==> src/rtl/video_timing_gen_if.sv <==
// Pixel stream into the timing generator and the video bus it drives.
// The master side is the timing generator; the slave side is the source/sink around it.
interface video_timing_gen_if;
    localparam int unsigned DW = 32;

    logic [DW-1:0] pix;
    logic          pix_valid;
    logic          pix_ready;
    logic          hsync;
    logic          vsync;
    logic          blank;
    logic          border;
    logic [DW-1:0] data;
    logic          sof;

    modport master (
        input  pix, pix_valid,
        output pix_ready, hsync, vsync, blank, border, data, sof
    );

    modport slave (
        output pix, pix_valid,
        input  pix_ready, hsync, vsync, blank, border, data, sof
    );
endinterface

==> src/rtl/video_timing_gen.sv <==
// Raster timing generator: free-running h/v counters, sync/blank/border decode,
// window pixel pull from upstream with sticky underrun detection.
module video_timing_gen #(
    parameter int unsigned H_ACTIVE  = 800,
    parameter int unsigned H_FP      = 40,
    parameter int unsigned H_SYNC    = 128,
    parameter int unsigned H_BP      = 88,
    parameter int unsigned V_ACTIVE  = 600,
    parameter int unsigned V_FP      = 1,
    parameter int unsigned V_SYNC    = 4,
    parameter int unsigned V_BP      = 23,
    parameter int unsigned H_BORDER  = 0,
    parameter int unsigned V_BORDER  = 0,
    parameter bit          HSYNC_POL = 1'b1,
    parameter bit          VSYNC_POL = 1'b1
) (
    input  logic        clk,
    input  logic        rst_n,
    input  logic        en,
    input  logic [31:0] border_color,
    input  logic        underrun_clr,
    output logic        underrun,
    output logic [11:0] hctr,
    output logic [11:0] vctr,
    video_timing_gen_if.master vbus
);

    localparam int unsigned CW      = 12;
    localparam int unsigned XW      = CW + 1;
    localparam int unsigned DW      = 32;
    localparam int unsigned H_TOTAL = H_ACTIVE + H_FP + H_SYNC + H_BP;
    localparam int unsigned V_TOTAL = V_ACTIVE + V_FP + V_SYNC + V_BP;
    localparam int unsigned HS_BEG  = H_ACTIVE + H_FP;
    localparam int unsigned HS_END  = H_ACTIVE + H_FP + H_SYNC;
    localparam int unsigned VS_BEG  = V_ACTIVE + V_FP;
    localparam int unsigned VS_END  = V_ACTIVE + V_FP + V_SYNC;
    localparam int unsigned WH_END  = H_ACTIVE - H_BORDER;
    localparam int unsigned WV_END  = V_ACTIVE - V_BORDER;

    if (H_TOTAL > 4096 || V_TOTAL > 4096 ||
        2 * H_BORDER >= H_ACTIVE || 2 * V_BORDER >= V_ACTIVE) begin : g_bad_params
        $error("video_timing_gen: illegal timing parameters");
    end

    logic [CW-1:0] h_q, v_q, h_nxt, v_nxt;
    logic [CW-1:0] hctr_q, vctr_q;
    logic [XW-1:0] h_x, v_x;
    logic          h_last_c, v_last_c, origin_c;
    logic          active_c, win_c, bord_c, hs_c, vs_c;
    logic          sof_pend_q, sof_pend_d;
    logic          hsync_q, vsync_q, blank_q, border_q, sof_q, underrun_q;
    logic          hsync_d, vsync_d, blank_d, border_d, sof_d, underrun_d;
    logic [DW-1:0] data_q, data_d;

    // Region decode, widened by one bit so boundaries at 4096 compare correctly.
    assign h_x      = {1'b0, h_q};
    assign v_x      = {1'b0, v_q};
    assign h_last_c = (h_q == CW'(H_TOTAL - 1));
    assign v_last_c = (v_q == CW'(V_TOTAL - 1));
    assign origin_c = (h_q == '0) && (v_q == '0);
    assign active_c = (h_x < XW'(H_ACTIVE)) && (v_x < XW'(V_ACTIVE));
    assign win_c    = active_c
                    && (h_x >= XW'(H_BORDER)) && (h_x < XW'(WH_END))
                    && (v_x >= XW'(V_BORDER)) && (v_x < XW'(WV_END));
    assign bord_c   = active_c && !win_c;
    assign hs_c     = (h_x >= XW'(HS_BEG)) && (h_x < XW'(HS_END));
    assign vs_c     = (v_x >= XW'(VS_BEG)) && (v_x < XW'(VS_END));

    assign vbus.pix_ready = rst_n & en & win_c;

    // Next counter state and next registered outputs; en=0 freezes and blanks.
    always_comb begin
        h_nxt      = h_q;
        v_nxt      = v_q;
        hsync_d    = !HSYNC_POL;
        vsync_d    = !VSYNC_POL;
        blank_d    = 1'b1;
        border_d   = 1'b0;
        data_d     = '0;
        sof_d      = 1'b0;
        sof_pend_d = sof_pend_q;
        underrun_d = underrun_q & !underrun_clr;
        if (en) begin
            if (h_last_c) begin
                h_nxt = '0;
                v_nxt = v_last_c ? '0 : v_q + CW'(1);
            end else begin
                h_nxt = h_q + CW'(1);
            end
            if (hs_c) hsync_d = HSYNC_POL;
            if (vs_c) vsync_d = VSYNC_POL;
            blank_d  = !active_c;
            border_d = bord_c;
            if (win_c) data_d = vbus.pix_valid ? vbus.pix : '0;
            else if (bord_c) data_d = border_color;
            // sof is owed once per arrival at the origin, not per enabled cycle spent there.
            sof_d      = sof_pend_q & origin_c;
            sof_pend_d = h_last_c & v_last_c;
            if (win_c && !vbus.pix_valid) underrun_d = 1'b1;
        end
    end

    always_ff @(posedge clk) begin
        if (!rst_n) begin
            h_q        <= '0;
            v_q        <= '0;
            hctr_q     <= '0;
            vctr_q     <= '0;
            hsync_q    <= !HSYNC_POL;
            vsync_q    <= !VSYNC_POL;
            blank_q    <= 1'b1;
            border_q   <= 1'b0;
            data_q     <= '0;
            sof_q      <= 1'b0;
            sof_pend_q <= 1'b1;
            underrun_q <= 1'b0;
        end else begin
            h_q        <= h_nxt;
            v_q        <= v_nxt;
            hctr_q     <= h_q;
            vctr_q     <= v_q;
            hsync_q    <= hsync_d;
            vsync_q    <= vsync_d;
            blank_q    <= blank_d;
            border_q   <= border_d;
            data_q     <= data_d;
            sof_q      <= sof_d;
            sof_pend_q <= sof_pend_d;
            underrun_q <= underrun_d;
        end
    end

    assign vbus.hsync  = hsync_q;
    assign vbus.vsync  = vsync_q;
    assign vbus.blank  = blank_q;
    assign vbus.border = border_q;
    assign vbus.data   = data_q;
    assign vbus.sof    = sof_q;
    assign underrun    = underrun_q;
    assign hctr        = hctr_q;
    assign vctr        = vctr_q;

endmodule

==> src/flat_wrapper.sv <==
// flat-port wrapper written by rule: the top's interface ports become plain ports
module video_timing_gen_flat 
#(
    parameter int unsigned H_ACTIVE  = 800,
    parameter int unsigned H_FP      = 40,
    parameter int unsigned H_SYNC    = 128,
    parameter int unsigned H_BP      = 88,
    parameter int unsigned V_ACTIVE  = 600,
    parameter int unsigned V_FP      = 1,
    parameter int unsigned V_SYNC    = 4,
    parameter int unsigned V_BP      = 23,
    parameter int unsigned H_BORDER  = 0,
    parameter int unsigned V_BORDER  = 0,
    parameter bit          HSYNC_POL = 1'b1,
    parameter bit          VSYNC_POL = 1'b1
)
  (clk, rst_n, en, border_color, underrun_clr, underrun, hctr, vctr, vbus_pix, vbus_pix_valid, vbus_pix_ready, vbus_hsync, vbus_vsync, vbus_blank, vbus_border, vbus_data, vbus_sof);
  video_timing_gen_if vbus_i ();
  input  logic clk;
  input  logic rst_n;
  input  logic en;
  input  logic [31:0] border_color;
  input  logic underrun_clr;
  output logic underrun;
  output logic [11:0] hctr;
  output logic [11:0] vctr;
  input wire logic [$bits(vbus_i.pix)-1:0] vbus_pix;
  input wire logic [$bits(vbus_i.pix_valid)-1:0] vbus_pix_valid;
  output wire logic [$bits(vbus_i.pix_ready)-1:0] vbus_pix_ready;
  output wire logic [$bits(vbus_i.hsync)-1:0] vbus_hsync;
  output wire logic [$bits(vbus_i.vsync)-1:0] vbus_vsync;
  output wire logic [$bits(vbus_i.blank)-1:0] vbus_blank;
  output wire logic [$bits(vbus_i.border)-1:0] vbus_border;
  output wire logic [$bits(vbus_i.data)-1:0] vbus_data;
  output wire logic [$bits(vbus_i.sof)-1:0] vbus_sof;
  assign vbus_i.pix = vbus_pix;
  assign vbus_i.pix_valid = vbus_pix_valid;
  assign vbus_pix_ready = vbus_i.pix_ready;
  assign vbus_hsync = vbus_i.hsync;
  assign vbus_vsync = vbus_i.vsync;
  assign vbus_blank = vbus_i.blank;
  assign vbus_border = vbus_i.border;
  assign vbus_data = vbus_i.data;
  assign vbus_sof = vbus_i.sof;
  video_timing_gen #(.H_ACTIVE(H_ACTIVE), .H_FP(H_FP), .H_SYNC(H_SYNC), .H_BP(H_BP), .V_ACTIVE(V_ACTIVE), .V_FP(V_FP), .V_SYNC(V_SYNC), .V_BP(V_BP), .H_BORDER(H_BORDER), .V_BORDER(V_BORDER), .HSYNC_POL(HSYNC_POL), .VSYNC_POL(VSYNC_POL)) u_core (.clk(clk), .rst_n(rst_n), .en(en), .border_color(border_color), .underrun_clr(underrun_clr), .underrun(underrun), .hctr(hctr), .vctr(vctr), .vbus(vbus_i));
endmodule
==> config.mk <==
export PLATFORM = sky130hd
export DESIGN_NAME = video_timing_gen_flat
export DESIGN_NICKNAME = d
export VERILOG_FILES = /design/src/rtl/video_timing_gen_if.sv /design/src/rtl/video_timing_gen.sv /design/src/flat_wrapper.sv
export SDC_FILE = /design/constraint.sdc
export NUM_CORES = 1
export LEC_CHECK = 0
export CORE_ASPECT_RATIO = 1.1
export CORE_MARGIN = 2
export CORE_UTILIZATION = 35
export CTS_CLUSTER_SIZE = 20
export DETAILED_ROUTE_END_ITERATION = 10
export MAX_ROUTING_LAYER = met4
export PLACE_DENSITY_LB_ADDON = 0.08
export SYNTH_ARGS = -nofsm -noshare
export SYNTH_HDL_FRONTEND = slang
export SYNTH_SLANG_ARGS = --single-unit
==> constraint.sdc <==
create_clock -name clk -period 5.76 [get_ports clk]
set_input_delay 0.576 -clock clk [delete_from_list [all_inputs] [get_ports clk]]
set_output_delay 0.576 -clock clk [all_outputs]
set_load 0.1 [all_outputs]
# [After elaboration in Yosys (flattened, before gate mapping)]
# Cells that the tools add are included.
[op_classes] addsub=2 n_eq_ne=2 magnitude_cmp=8 reduce_logical=18 muxes=9 bitwise_logic=5
[op_table] op="32-bit 2-to-1 mux" count=3
[op_table] op="12-bit by 10-bit < comparator with 1-bit output (second input constant)" count=4
[op_table] op="12-bit by 1-bit adder with 12-bit output (second input constant)" count=2
[op_table] op="12-bit by 1-bit greater-or-equal comparator with 1-bit output (second input constant)" count=2
[op_table] op="12-bit by 10-bit greater-or-equal comparator with 1-bit output (second input constant)" count=2
[op_table] op="12-bit logical NOT" count=2
[op_table] op="12-bit 2-to-1 mux" count=2
[op_table] op="12-bit by 10-bit equality test with 1-bit output (second input constant)" count=1
[op_table] op="12-bit by 11-bit equality test with 1-bit output (second input constant)" count=1
[op_table] op="1-bit logical AND" count=10
[op_table] op="1-bit bitwise AND" count=5
[op_table] op="1-bit logical NOT" count=4
[op_table] op="1-bit 2-to-1 mux" count=4
[op_table] op="2-bit AND reduction" count=2
[totals] reg_bits=87 output_inout_bits=63 in_bits=69 elab_cells=56

# [Longest topological paths before layout]
# Gate-level depths: netlist (run 1).
[depth] ltp_word=10 depth_mapped=6 mapped_depth_nobuf=6

# [Worst setup path before layout (run 1)]
# OpenSTA, ideal clock, no wires.
[synth_timing] path_type="input to output" start="input en" end="output vbus_pix_ready" required_time_ns=5.184 slack_ns=3.152 n_path_buf=1 arrival_time_ns=2.032 stages=5 path_cell_list="buf_2 > nor4bb_1 > nand2_1 > or3_1 > inv_1"
[synth_via] elab_chain_len=2
[synth_rtl] item="from (decl)" line_no="flat_wrapper.sv:21" rtl="input logic en;"
[synth_rtl] item="1-bit bitwise AND (2 in series)" line_no="video_timing_gen.sv:69" rtl="assign vbus.pix_ready = rst_n & en & win_c;"
[synth_rtl] item="to (decl)" line_no="flat_wrapper.sv:29" rtl="output wire logic [$bits(vbus_i.pix_ready)-1:0] vbus_pix_ready;"
# Every way passes these cells.

# [Worst setup path after layout (run 1)]
[layout_timing] start="input rst_n" end="output vbus_pix_ready"
[layout_via] elab_chain_len=2
[layout_rtl] item="from (decl)" line_no="flat_wrapper.sv:20" rtl="input logic rst_n;"
[layout_rtl] item="1-bit bitwise AND (2 in series)" line_no="video_timing_gen.sv:69"
# Every way passes these cells.

==> results of run 1 <==
-- worst max-delay path by stage --
stage,start,endpoint,depth (start not counted)
2_1_floorplan,en,vbus_pix_ready,5
3_3_place_gp,rst_n,vbus_pix_ready,7
3_5_place_dp,rst_n,vbus_pix_ready,7
4_1_cts,rst_n,vbus_pix_ready,7
5_1_grt,rst_n,vbus_pix_ready,7
6_report,rst_n,vbus_pix_ready,7
-- kinds of logic after synthesis --
family,count (synthesis),synth area share
muxes,1,0.00355
AOI/OAI and AO/OA,32,0.0709
and+or+nand+nor,149,0.273
buffers and inverters,34,0.0457
adders and majority gates,6,0.0236
DFF,87,0.548
other,1,0.00118
xor gates and xnor gates,12,0.0331
-- synthesized netlist by cell type, types with 3 or more instances --
library cell | count | area share
sky130_fd_sc_hd__clkbuf_1 | 17 | 0.020
sky130_fd_sc_hd__nand3_1 | 13 | 0.020
sky130_fd_sc_hd__and2_1 | 48 | 0.095
sky130_fd_sc_hd__ha_1 | 6 | 0.024
sky130_fd_sc_hd__and3_1 | 4 | 0.0079
sky130_fd_sc_hd__nor4_1 | 4 | 0.0079
sky130_fd_sc_hd__a32oi_1 | 3 | 0.0083
sky130_fd_sc_hd__xor2_1 | 4 | 0.011
sky130_fd_sc_hd__inv_1 | 13 | 0.015
sky130_fd_sc_hd__nand4_1 | 7 | 0.014
sky130_fd_sc_hd__dfxtp_1 | 87 | 0.55
sky130_fd_sc_hd__nor3_1 | 8 | 0.013
sky130_fd_sc_hd__xnor2_1 | 8 | 0.022
sky130_fd_sc_hd__nand2_1 | 16 | 0.019
sky130_fd_sc_hd__a21oi_1 | 4 | 0.0063
sky130_fd_sc_hd__o31ai_1 | 5 | 0.012
sky130_fd_sc_hd__nor2_1 | 27 | 0.032
sky130_fd_sc_hd__o21ai_0 | 8 | 0.013
-- routing by layer --
metal	track usage	wire length, um	part of all wire	vias up
met3	0.0326	330	0.045	13
met4	0.0859	178	0.024	0
met5	-	0	0	-
met2	0.253	3550	0.48	65
met1	0.207	3290	0.45	1191
li1	-	-	-	1259
-- final cells by class --
| cell class | instances | area [um^2] |
|---|---|---|
| Clock buffer | 11 | 131 |
| Fill cell | 888 | 4420 |
| Multi-Input combinational cell | 201 | 1300 |
| Sequential cell | 87 | 1740 |
| Clock inverter | 4 | 47.5 |
| Inverter | 13 | 48.8 |
| Timing Repair Buffer | 100 | 998 |
| Tap cell | 114 | 143 |
-- worst reg2reg max path: cells and delay by family (launching register included) --
kind | cells | cell delay, ps
flip-flops | 1 | 520
AND/OR/NAND/NOR | 4 | 1660
-- flip-flops by register name (all words and copies together), names as in the netlist --
signal,cells
u_core.h_q,12
u_core.hctr,12
u_core.sof_pend_q,1
u_core.underrun,1
u_core.v_q,12
u_core.vbus.blank,1
u_core.vbus.border,1
u_core.vbus.data,32
u_core.vbus.hsync,1
u_core.vbus.sof,1
u_core.vbus.vsync,1
u_core.vctr,12
-- power breakdown --
part / switching [mW] / internal (mW) / leakage, nW
sequential: 0.00596 / 0.612 / 0.705
combinational: 0.0913 / 0.0472 / 0.843
clock: 0.209 / 0.197 / 0.0892
-- through the flow --
stage | instances | util | cell area [um^2] | hold slack (ps) | power [mW]
3_5_place_dp | 515 | 0.479 | 4230 | 447 | 0.772
6_report | 530 | 0.499 | 4410 | 465 | 1.16
2_1_floorplan | 322 | - | 3180 | 422 | 0.723
5_1_grt | 530 | 0.499 | 4410 | 482 | 1.21
4_1_cts | 530 | 0.499 | 4410 | 467 | 1.18
3_3_place_gp | 515 | 0.479 | 4230 | 447 | 0.771
==> run summary, run 1 <==
The flow ran to the end, and the final reports show no timing, DRC or antenna violations. The worst register-to-register path ends at u_core.vbus.data[12]. The arrival time at the worst endpoint came out at 3480 ps. Buffers inserted to repair hold after CTS numbered 0. Required time at the worst-slack endpoint: 5180 ps. Top achievable clock speed: 0.246 GHz.

Counting every sink on the clock net gives 87. The register-to-register setup slack is 3530 ps, and the mean instance size in the synthesized netlist is 9.86 um^2. The row count came out at 36. Leaving out fill and tap cells, the most frequent cells in the layout are 99 x sky130_fd_sc_hd__clkdlybuf4s50_1, 87 x sky130_fd_sc_hd__dfxtp_1, 48 x sky130_fd_sc_hd__and2_1. The tree is rooted in a sky130_fd_sc_hd__clkbuf_8. The synthesized netlist contains 49 unique library cells. The final hold violation count is 0, and the shortest clock period the worst path allows after layout is 4060 ps. The clock buffer count from CTS was 9. Prior to clock tree synthesis, the placed netlist has a worst setup slack of 1730 ps. The count of buffers inserted at the top-level ports came out at 99. The tools report the total track usage as 0.166. Setup repair after global routing left no endpoint under its margin.

Classification of the worst-slack hold path: flop to flop. The number of buffer and inverter instances along the worst setup path was 4; the static power due to leakage was 1.64 nW. The tools report the number of antenna violations at the first check in global routing as 0. The tools report the global-route wire length before repair as 12.3 mm. The die covers 9850 um^2. Once detailed placement completed, the half-perimeter wirelength came to 5.17 mm. The launch instance of the worst min-delay path is u_core.sof_pend_q. Measured along the y axis, the die boundary spans 104 um.

The pin count of the biggest net entering global routing was 33; the number of synthesized register bits was 87. After routing, the total negative slack on setup checks comes to 0 ps. The tools report the core area as 8830 um^2. Broken down by cell family, the worst path's largest delay share belongs to buffers and inverters. The instance count along the most critical hold path was 1. Power spread over the standard cell area amounts to 264 nW/um^2. Relative to the synthesized area, the layout overhead comes to 38.8%. Highest fanout seen on the critical path: 26. The post-route clock period utilization is 0.705. The critical path capture point type was an output pin. The routed layout has 2528 vias. Post-CTS timing repair inserted 0 buffers for setup. The length of the first detailed-routing pass in iterations came out at 4.

The final worst-path setup slack is 1700 ps, and the clock-pin transition on the worst setup and hold timing paths is 80 ps. For the number of antenna cells inserted, the log shows 0. The number of cells produced by synthesis was 322; the net count of the finished layout was 487. The run gives 0.250 as the worst slew margin relative to its limit.

In the routed design, unresolved DRC markers number 0. In the synthesized netlist the dominant register cell turns out to be sky130_fd_sc_hd__dfxtp_1. TritonCTS built the clock tree.

The mapped netlist covers 3180 um^2. The number of max-slew violations in the final report came out at 0. The post-route clock skew was 9.16 ps; the clock latency on the worst-skew pair was 360 ps. For the pin with the worst max-slew slack, the measured transition is 1120 ps. The DRC marker count from the first detailed-route iteration is 60, and the count of flip-flops with a built-in enable after synthesis is 0. The number of cells on the worst reg-to-reg path is 4. In this run the number of H-tree levels came out at 3. No sink is reached through more buffers than the 2 on the longest clock path. The ratio of cells with drive above 1 in the final layout is 0.0601, and the largest incremental delay on the critical path is 1120 ps. Max-cap violations in this run came to 0. Number of primary I/O pins: 132. The largest vdd supply drop was 0.117 mV. The count of nets left with antenna violations after detail routing was 0; the routed wire length was 7.34 mm. For the initial standard-cell utilization of the core, the log shows 0.360. Dividing the detail-routed wire length by the instance count gives 13.9 um. The number of nets in the synthesized netlist is 397.

Endpoint with the worst hold slack: u_core.sof_pend_q. The die is 94.8 um wide. For this run the aggregate overflow at the end of global routing stands at 0.

The reg-to-reg startpoint is u_core.v_q[5]. Walking the worst path, the cells encountered are clkdlybuf4s50_1 -> buf_4 -> nor4bb_1 -> nand2_1 -> or3_1 -> inv_1 -> clkdlybuf4s50_1. Cell with the biggest individual delay on the critical path: sky130_fd_sc_hd__clkdlybuf4s50_1.

The via count of the first global-routing pass came out at 2400. The setup path with the least slack is of type input port to output pin. During synthesis, Yosys emitted a total of 0 warnings. Commonest non-fill, non-tap cell in the layout: sky130_fd_sc_hd__clkdlybuf4s50_1. Dividing the detail-routed via count by the number of cells gives 4.77. The tools report the weighted congestion at the end of routability-driven global placement as 0.808.

In this design, the critical path's most frequently occurring cell is sky130_fd_sc_hd__clkdlybuf4s50_1. The logs give 0.548 for the share of the yosys chip area belonging to registers and 0 for the final setup violation count. STA classifies the critical path startpoint as an input port. Once the clock tree was built, the resizer swapped 0 gates to a different size. Share of synthesized registers carrying an async set or reset: 0.
Power figures use the tool's default switching activity.
==> run 2: changes to the inputs <==
==> constraint.sdc (replaced) <==
create_clock -name clk -period 4 [get_ports clk]
set_input_delay 0.4 -clock clk [delete_from_list [all_inputs] [get_ports clk]]
set_output_delay 0.4 -clock clk [all_outputs]
set_load 0.1 [all_outputs]
==> run summary, run 2 (synthesized netlist as in run 1, its figures left out) <==
The flow ran to the end, and the final reports show no timing, DRC or antenna violations. STA classifies the critical path startpoint as an input port. The worst slew margin relative to its limit is 0.327.

For the final setup violation count, the log shows 0. The total track usage is 0.164, and the initial standard-cell utilization of the core is 0.360. The ratio of cells with drive above 1 in the final layout was 0.0671.

The worst-case IR drop observed on VDD is 0.140 mV. Across the run, the number of max-cap violations was 0. Derived from the worst setup path, the maximum achievable clock frequency is 0.362 GHz.

The filler cells instantiated in the layout total 852. After detailed routing, the average wire length per cell comes to 14.0 um. Summing over every cut layer, the via total after detailed routing is 2505.

The run gives 0 as the sum of overflow across all layers after global routing. The routed via count divided by cell count came out at 4.72. The instance count along the most critical hold path came out at 1.

After clock tree synthesis, the clock-pin slew on the worst setup and hold paths is 80 ps. For the pin with the worst max-slew slack, the measured transition is 1010 ps. The detail route stage leaves a number of antenna-violating nets equal to 0. Hold repair after CTS inserted 0 buffers.

The tree built by TritonCTS fans out to 87 sinks. The repair_antennas step left the layout with diodes totalling 0. The run gives 8830 um^2 as the core area. Number of flip-flops in the largest register: 32. In this run the core area contains 36 standard-cell rows. Classification of the worst-slack hold path: flop to flop. The launch point of the critical path is en. The final hold violation count is 0, and the static power due to leakage is 1.65 nW. The sequential cell area is 1740 um^2, and the area of the die is 9850 um^2. The post-route clock period utilization is 0.690, and the final standard cell utilization of the core is 0.502.

For this design the top-level I/O count stands at 132. The tools report the number of antenna violations at the first check in global routing as 0. The logs give 9 for the clock buffer count from CTS and 0 ps for the final-layout setup total negative slack. The cell at the root of the clock tree is sky130_fd_sc_hd__clkbuf_8. The count of buffers inserted at the top-level ports is 99, and the number of remaining DRC errors is 0. Once layout is complete, the cells apart from fillers number 531.

In this run the vertical extent of the chip is 104 um. The logs give 0 for the post-CTS setup-driven buffer insertion count and 4 for the length of the first detailed-routing pass in iterations. After layout, the worst setup slack is 1240 ps. The tools report the end of the worst register-to-register path as u_core.v_q[4]. In this run the most critical hold path is launched from u_core.sof_pend_q.

The tools report the reg-to-reg startpoint as u_core.h_q[5]. The clock latency on the worst-skew pair is 350 ps, and the x dimension of the die is 94.8 um. Pin count of the biggest net entering global routing: 33. The critical path capture point type is an output pin. The number of levels in the clock H-tree is 3. The area growth from synthesis to final layout is 39.6%.

The number of gates resized after CTS was 0. For the number of max-slew violations in the final report, the log shows 0. For the net count of the finished layout, the log shows 488.

The library cell used most frequently in the layout, excluding fill and tap cells, is sky130_fd_sc_hd__clkdlybuf4s50_1. The logs give 12.2 mm for the global-route wire length before repair and 1.70 mW for the total power of the final layout. The worst register-to-register path has a setup slack of 1950 ps. Between clock sinks in the finished design, the worst skew comes to 9.75 ps.

Summing all multi-input logic gate instances after layout gives 1300 um^2. Setup repair after global routing left no endpoint under its margin. The worst hold path terminates at u_core.sof_pend_q.

The top cell types in the final layout, fill and taps aside, are 98 x sky130_fd_sc_hd__clkdlybuf4s50_1, 87 x sky130_fd_sc_hd__dfxtp_1, 48 x sky130_fd_sc_hd__and2_1. The startpoint-to-endpoint class of the critical path was input port to output pin. The logs give 0.839 for the weighted congestion at the end of routability-driven global placement and 2360 ps for the arrival time at the worst endpoint. The number of cells on the worst reg-to-reg path is 4.

For the via count of the first global-routing pass, the log shows 2321. The logs give 2 for the largest buffer count on any clock path and 3600 ps for the required time at the worst-slack endpoint. The worst path needs 2760 ps of the cycle, external delays included. Highest fanout seen on the critical path: 10. The run gives 5.31 mm as the detailed-placement wirelength estimate.

The number of placed instances, taps included is 516, and the routed wire length is 7.43 mm. The power density of the placed cells works out to 383 nW/um^2. The first routing iteration left 78 violations. The tools report the post-placement worst setup slack as 1230 ps. TritonCTS built the clock tree.
run 2: changes by cell type in the layout (fill, tap and decap cells not counted):
cell / change
sky130_fd_sc_hd__clkbuf_1: -1
sky130_fd_sc_hd__clkbuf_8: +2
sky130_fd_sc_hd__clkinv_2: -1
sky130_fd_sc_hd__clkdlybuf4s50_1: -1
sky130_fd_sc_hd__buf_4: +2
run 2: per-layer routing:
| metal | global-route usage | vias to the layer above | wire length (um) |
|---|---|---|---|
| met4 | 0.0828 | 0 | 180 |
| li1 | - | 1265 | - |
| met3 | 0.0275 | 15 | 284 |
| met2 | 0.252 | 56 | 3560 |
| met5 | - | - | 0 |
| met1 | 0.208 | 1169 | 3410 |
run 2: through the flow:
step                hold WS [ps]  cell area, um^2
global route                 503             4430
CTS                          475             4430
finish                       471             4430
detailed placement           454             4230
global placement             448             4230
floorplan                    422             3180
run 2: critical path, cell delays in order:
cell and delay [ps]:
sky130_fd_sc_hd__clkdlybuf4s50_1 680, sky130_fd_sc_hd__nor4bb_1 370, sky130_fd_sc_hd__nand2_1 180, sky130_fd_sc_hd__or3_1 380, sky130_fd_sc_hd__inv_1 70, sky130_fd_sc_hd__buf_4 280
run 2: how the worst max path moves through the flow:
stage                     end  slack (ps)
3_5_place_dp   vbus_pix_ready        1230
2_1_floorplan  vbus_pix_ready        1740
3_3_place_gp   vbus_pix_ready        1280
4_1_cts        vbus_pix_ready        1210
6_report       vbus_pix_ready        1240
5_1_grt        vbus_pix_ready        1150
run 2: where the power goes:
group          switching, mW  leakage [nW]  internal (mW)
clock network          0.289        0.0985          0.319
registers            0.00909         0.705          0.882
logic                  0.132         0.849         0.0683
total                  0.430          1.65           1.27
run 2: layout make-up:
| cell class | count | area share |
|---|---|---|
| multi-input combinational | 201 | 0.293 |
| clock inverter | 3 | 0.00960 |
| sequential | 87 | 0.393 |
| inverter | 13 | 0.0110 |
| timing repair buffer | 101 | 0.226 |
| clock buffer | 12 | 0.0350 |
| tap | 114 | 0.0322 |
